===== src/rtl/radix3_commutator_pkg.sv =====
// Shared definitions for the radix-3 commutator.
// Holds the lane count, mode encodings and the switch select helper.
package radix3_commutator_pkg;

  localparam int LANES = 3;

  typedef enum logic {
    MODE_TRANSPOSE = 1'b0,
    MODE_BYPASS    = 1'b1
  } mode_e;

  // (s - j) mod 3 for s, j in 0..2
  function automatic logic [1:0] sel3(
    input logic [1:0] s,
    input logic [1:0] j
  );
    logic [2:0] t;
    t = {1'b0, s} + 3'd3 - {1'b0, j};
    if (t >= 3'd3) begin
      t = t - 3'd3;
    end
    return t[1:0];
  endfunction

endpackage


===== src/rtl/radix3_delay_line.sv =====
// Enable-gated shift register delay line of DEPTH samples.
// Ports: clk, rst_n, en (shift), d (in), q (d delayed DEPTH enables).
module radix3_delay_line #(
  parameter int DATA_W = 32,
  parameter int DEPTH  = 0
) (
  input  logic              clk,
  input  logic              rst_n,
  input  logic              en,
  input  logic [DATA_W-1:0] d,
  output logic [DATA_W-1:0] q
);

  if (DEPTH == 0) begin : g_pass
    logic unused;
    assign unused = ^{clk, rst_n, en};
    assign q = d;
  end else begin : g_shift
    logic [DATA_W-1:0] mem [DEPTH];

    always_ff @(posedge clk or negedge rst_n) begin
      if (!rst_n) begin
        for (int i = 0; i < DEPTH; i++) begin
          mem[i] <= '0;
        end
      end else if (en) begin
        mem[0] <= d;
        for (int i = 1; i < DEPTH; i++) begin
          mem[i] <= mem[i-1];
        end
      end
    end

    assign q = mem[DEPTH-1];
  end

endmodule


===== src/rtl/radix3_commutator.sv =====
// Radix-3 delay commutator: 3x3 block transpose of L-sample segments.
// Ports: clk, rst_n, in_valid/in_sof/mode, a/b/c in; ao/bo/co, out_valid/out_sof/out_err.
module radix3_commutator
  import radix3_commutator_pkg::*;
#(
  parameter int DATA_W = 32,
  parameter int L      = 9
) (
  input  logic              clk,
  input  logic              rst_n,
  input  logic              in_valid,
  input  logic              in_sof,
  input  logic              mode,
  input  logic [DATA_W-1:0] a,
  input  logic [DATA_W-1:0] b,
  input  logic [DATA_W-1:0] c,
  output logic [DATA_W-1:0] ao,
  output logic [DATA_W-1:0] bo,
  output logic [DATA_W-1:0] co,
  output logic              out_valid,
  output logic              out_sof,
  output logic              out_err
);

  localparam int CW = (L > 1) ? $clog2(L) : 1;
  localparam int FW = $clog2(2 * L + 1);

  logic [CW-1:0] cnt_q;
  logic [CW-1:0] cnt_cur;
  logic [1:0]    s_q;
  logic [1:0]    s_cur;
  logic [FW-1:0] fill;
  logic          primed;
  logic          mode_q;
  logic          mode_cur;
  logic          seen;
  logic          sof_v;
  logic          sof_dly;

  logic [DATA_W-1:0] lane_in [LANES];
  logic [DATA_W-1:0] d1      [LANES];
  logic [DATA_W-1:0] d2      [LANES];

  assign lane_in[0] = a;
  assign lane_in[1] = b;
  assign lane_in[2] = c;

  // a qualified sof restarts the block on this very sample
  assign sof_v    = in_valid & in_sof;
  assign cnt_cur  = sof_v ? '0 : cnt_q;
  assign s_cur    = sof_v ? 2'd0 : s_q;
  assign mode_cur = sof_v ? mode : mode_q;

  for (genvar k = 0; k < LANES; k++) begin : g_s1
    radix3_delay_line #(
      .DATA_W(DATA_W),
      .DEPTH (k * L)
    ) u_dl (
      .clk  (clk),
      .rst_n(rst_n),
      .en   (in_valid),
      .d    (lane_in[k]),
      .q    (d1[k])
    );
  end

  for (genvar j = 0; j < LANES; j++) begin : g_s2
    logic [1:0]        sel;
    logic [DATA_W-1:0] sw;

    assign sel = (mode_cur == MODE_BYPASS) ? 2'(j)
                                           : sel3(s_cur, 2'(j));

    always_comb begin
      sw = d1[0];
      case (sel)
        2'd1:    sw = d1[1];
        2'd2:    sw = d1[2];
        default: sw = d1[0];
      endcase
    end

    radix3_delay_line #(
      .DATA_W(DATA_W),
      .DEPTH ((2 - j) * L)
    ) u_dl (
      .clk  (clk),
      .rst_n(rst_n),
      .en   (in_valid),
      .d    (sw),
      .q    (d2[j])
    );
  end

  radix3_delay_line #(
    .DATA_W(1),
    .DEPTH (2 * L)
  ) u_sof (
    .clk  (clk),
    .rst_n(rst_n),
    .en   (in_valid),
    .d    (in_sof),
    .q    (sof_dly)
  );

  always_ff @(posedge clk or negedge rst_n) begin
    if (!rst_n) begin
      cnt_q   <= '0;
      s_q     <= '0;
      fill    <= '0;
      primed  <= 1'b0;
      mode_q  <= 1'b0;
      seen    <= 1'b0;
      out_err <= 1'b0;
    end else if (in_valid) begin
      if (cnt_cur == CW'(L - 1)) begin
        cnt_q <= '0;
        s_q   <= (s_cur == 2'd2) ? 2'd0 : s_cur + 2'd1;
      end else begin
        cnt_q <= cnt_cur + 1'b1;
        s_q   <= s_cur;
      end
      if (in_sof) begin
        mode_q <= mode;
        seen   <= 1'b1;
        if (seen && (cnt_q != '0 || s_q != 2'd0)) begin
          out_err <= 1'b1;
        end
      end
      // primed once the delay lines hold 2L real samples
      if (!primed) begin
        fill <= fill + 1'b1;
        if (fill == FW'(2 * L - 1)) begin
          primed <= 1'b1;
        end
      end
    end
  end

  always_ff @(posedge clk or negedge rst_n) begin
    if (!rst_n) begin
      out_valid <= 1'b0;
      out_sof   <= 1'b0;
      ao        <= '0;
      bo        <= '0;
      co        <= '0;
    end else begin
      out_valid <= in_valid & primed;
      out_sof   <= in_valid & primed & sof_dly;
      if (in_valid && primed) begin
        ao <= d2[0];
        bo <= d2[1];
        co <= d2[2];
      end
    end
  end

endmodule


===== config.mk =====
export PLATFORM = sky130hd
export DESIGN_NAME = radix3_commutator
export DESIGN_NICKNAME = d
export VERILOG_FILES = /design/src/rtl/radix3_commutator_pkg.sv /design/src/rtl/radix3_delay_line.sv /design/src/rtl/radix3_commutator.sv
export SDC_FILE = /design/constraint.sdc
export NUM_CORES = 2
export LEC_CHECK = 0
export ABC_AREA = 1
export CAP_MARGIN = 25
export CORE_ASPECT_RATIO = 1.25
export CORE_MARGIN = 2
export CORE_UTILIZATION = 65
export DETAILED_ROUTE_END_ITERATION = 10
export DONT_BUFFER_PORTS = 1
export PLACE_DENSITY_LB_ADDON = 0.05
export SLEW_MARGIN = 20
export SYNTH_ARGS = -nofsm -noshare
export SYNTH_HDL_FRONTEND = slang
export SYNTH_SLANG_ARGS = --single-unit

===== constraint.sdc =====
create_clock -name clk -period 3.1 [get_ports clk]
set_input_delay 0.465 -clock clk [delete_from_list [all_inputs] [get_ports clk]]
set_output_delay 0.465 -clock clk [all_outputs]
set_load 0.05 [all_outputs]

==> metrics.cfg <==
[status]
outcome = finished, violations left
violations = negative hold slack, max-slew violations

[worst_setup_path]
required_ns = 3.77
worstPathMaxFanout = 257
r2r_end = cnt_q[1]
endpoint = cnt_q[1]
reg2reg_depth = 8
worstReg2RegStart = cnt_q[1]
endpoint_kind = register
cp.arrival_ns = 3.56
regToRegSetupSlack_ns = 0.67
critPathKind = in2reg
crit_start = in_valid
startpoint_type = input pin

[routing]
drt_iter0_drc = 4498
wirelength_um = 151000
first_pass_iters = 6
num_vias = 48700
drtAntennaViolNets = 0
post_drt_wl_per_cell_um = 16.6
viasPerCell = 5.34
drc = 0

[floorplan]
initial_core_util_pct = 65.3
rows = 135
fp.dieH_um = 372
core_area_sq_um = 108000
ios = 200
die_w_um = 298
dieArea_sq_um = 111000

[cts]
cts_buffers = 171
ctsResizeCount = 0
cts_hold_buf = 321
clock_path_buffers = 3
post_cts_buffers = 0
cts_tree = done
clockRootBuffer = clkbuf_16
path_clk_slew_ns = 0.06
htreeDepth = 4
clk-insertion-delay-late_ns = 0.80
cts.sinks = 1859

[pwr]
p_leak_uw = 0.0379
total_power_uw = 61000
power_density_nw_per_um2 = 757
peakVddDrop_mv = 0.624

[synthesis]
yosys.area_share.simple_pct = 12.6
yosysSeqAreaShare_pct = 66.0
synthDistinctLibCells = 22
synthCells = 7419
synth_seq_cells = 1859
synth_fa_ha_area_share_pct = 0.231
syn_avg_cell_area_sq_um = 9.50
syn-num-nets = 7533
synth_xor_area_share_pct = 0.0622
synth_top_family_by_area = compound AO/OA/AOI/OAI gates
synth_area_sq_um = 70400
synthMuxAreaShare_pct = 0
yosysWarnings = 0
synth-compound-area-share_pct = 13.5

[placement]
dpl.cell_count = 8475
dp_hpwl_um = 84500
port_buffers = 0
pre_cts_ws_ns = -0.537
gp_congestion = 0.831

[finish]
final_cell_mix = nand2_1, dfrtp_1, o21ai_0
layout.cells.non_filler = 9126
fillers = 7602
syn_to_final_growth_pct = 14.3
nets = 7653
drive_gt1_share_pct = 4.57
layout_commonest_cell = nand2_1

[global_routing]
grt_overflow = 0
grt_max_degree = 1335
antenna_found_initial = 25
grt_first_pass_wirelength_um = 250000
grt_pass1_vias = 48000
track_usage_pct = 28.0

[sta]
fin_crit_sh_pct = 93.5
setup_viol = 0
clock_skew_ns = 0.0189
setup_ws_ns = 0.202
fin_hold_ws_ns = -0.637
finalCriticalPeriod_ns = 2.90
max_clock_freq_ghz = 0.345
rsz0062_at_grt = false
worst_pin_slew_ns = 1.57
hold_violations = 315
final_max_slew_viol_count = 240
setup_tns_ns = 0
slew_headroom_pct = -4.55

[min_path]
hold_path_class = in2async

[job]
maxCapViolations = 0

## report_power, final
part           switching, uW  internal, uW  leakage (uW)  total [uW]
combinational           5000          2900        0.0110        7900
sequential              3450         28300        0.0240       31700
clock                   8880         12500       0.00285       21400
## flip-flops by register name (all words and copies together), names as in the netlist, 2 cells and up
register and count:
ao 32, g_s1.u_dl.q 64, co 32, g_s2.u_dl.g_shift.mem 800, g_s2.u_dl.q 64, bo 32
cnt_q 4, fill 5, s_q 2, g_s1.u_dl.g_shift.mem 800, u_sof.g_shift.mem 17
## stage by stage
stage,cell area (sq um),utilization [%]
5_1_grt,80500,74.6
3_3_place_gp,71000,65.8
4_1_cts,80300,74.4
2_1_floorplan,70400,-
3_5_place_dp,71200,66.0
6_report,80500,74.6
## logic make-up (layout without fill, tap and decap cells)
kind of cell | after synthesis | in the layout
AO/OA/AOI/OAI | 1880 | 1880
XOR/XNOR | 5 | 5
adder cells (fa/ha/maj) | 13 | 13
buffers and inverters | 1318 | 1574
flip-flops | 1859 | 1859
other | 0 | 13
AND/OR/NAND/NOR | 2344 | 2344
## worst min path at each step
stage | startpoint | endpoint | cells past startpoint
finish | rst_n | ao[7] | 0
detailed placement | rst_n | ao[7] | 0
CTS | rst_n | ao[7] | 0
global route | rst_n | ao[7] | 0
floorplan | rst_n | ao[0] | 0
global placement | rst_n | ao[8] | 0
## cell usage after synthesis
library cell / instances / share of area, %
dfrtp_1: 1859 / 66
a21oi_1: 128 / 0.91
nand2_1: 2220 / 12
xor2_1: 2 / 0.025
buf_4: 32 / 0.34
nor2_1: 79 / 0.42
nand3_1: 40 / 0.28
o21ai_0: 1655 / 12
inv_1: 867 / 4.6
or2_2: 1 / 0.0089
inv_2: 3 / 0.016
buf_6: 5 / 0.080
nand4_1: 3 / 0.027
o21ai_2: 1 / 0.012
o21ai_1: 64 / 0.45
buf_1: 1 / 0.0053
xnor2_1: 3 / 0.037
clkbuf_1: 207 / 1.1
buf_2: 203 / 1.4
o211ai_1: 32 / 0.34
nand2_4: 1 / 0.016
ha_1: 13 / 0.23
## final cells by class
cell class,count,area [sq um],share of cell area [%]
diodes,13,32.5,0.0404
clock buffers,274,5320,6.61
clock inverters,35,430,0.534
inverters,870,3270,4.06
multi-input cells,4242,18600,23.1
flip-flops and latches,1859,46500,57.8
well taps,1438,1800,2.23
repair buffers,395,4580,5.69
## worst max-delay path: stages
cell and delay [ns]:
buf_16 0.55, nand2_1 0.29, buf_4 0.26, inv_1 0.09, nor2_1 0.06, inv_1 0.08, ha_1 0.24, nand2_1 0.07
dlygate4sd3_1 0.56, o21ai_0 0.07, dlygate4sd3_1 0.60
## routing by layer
layer  track usage (%)  up-vias  wire length [um]
met1              39.8    24000             66500
met3              5.90      245              9000
met5                 0        -               146
met2              44.2      952             71900
met4              8.23       22              3730
li1                  -    23500                 -
(Power assumes the default switching activity.)
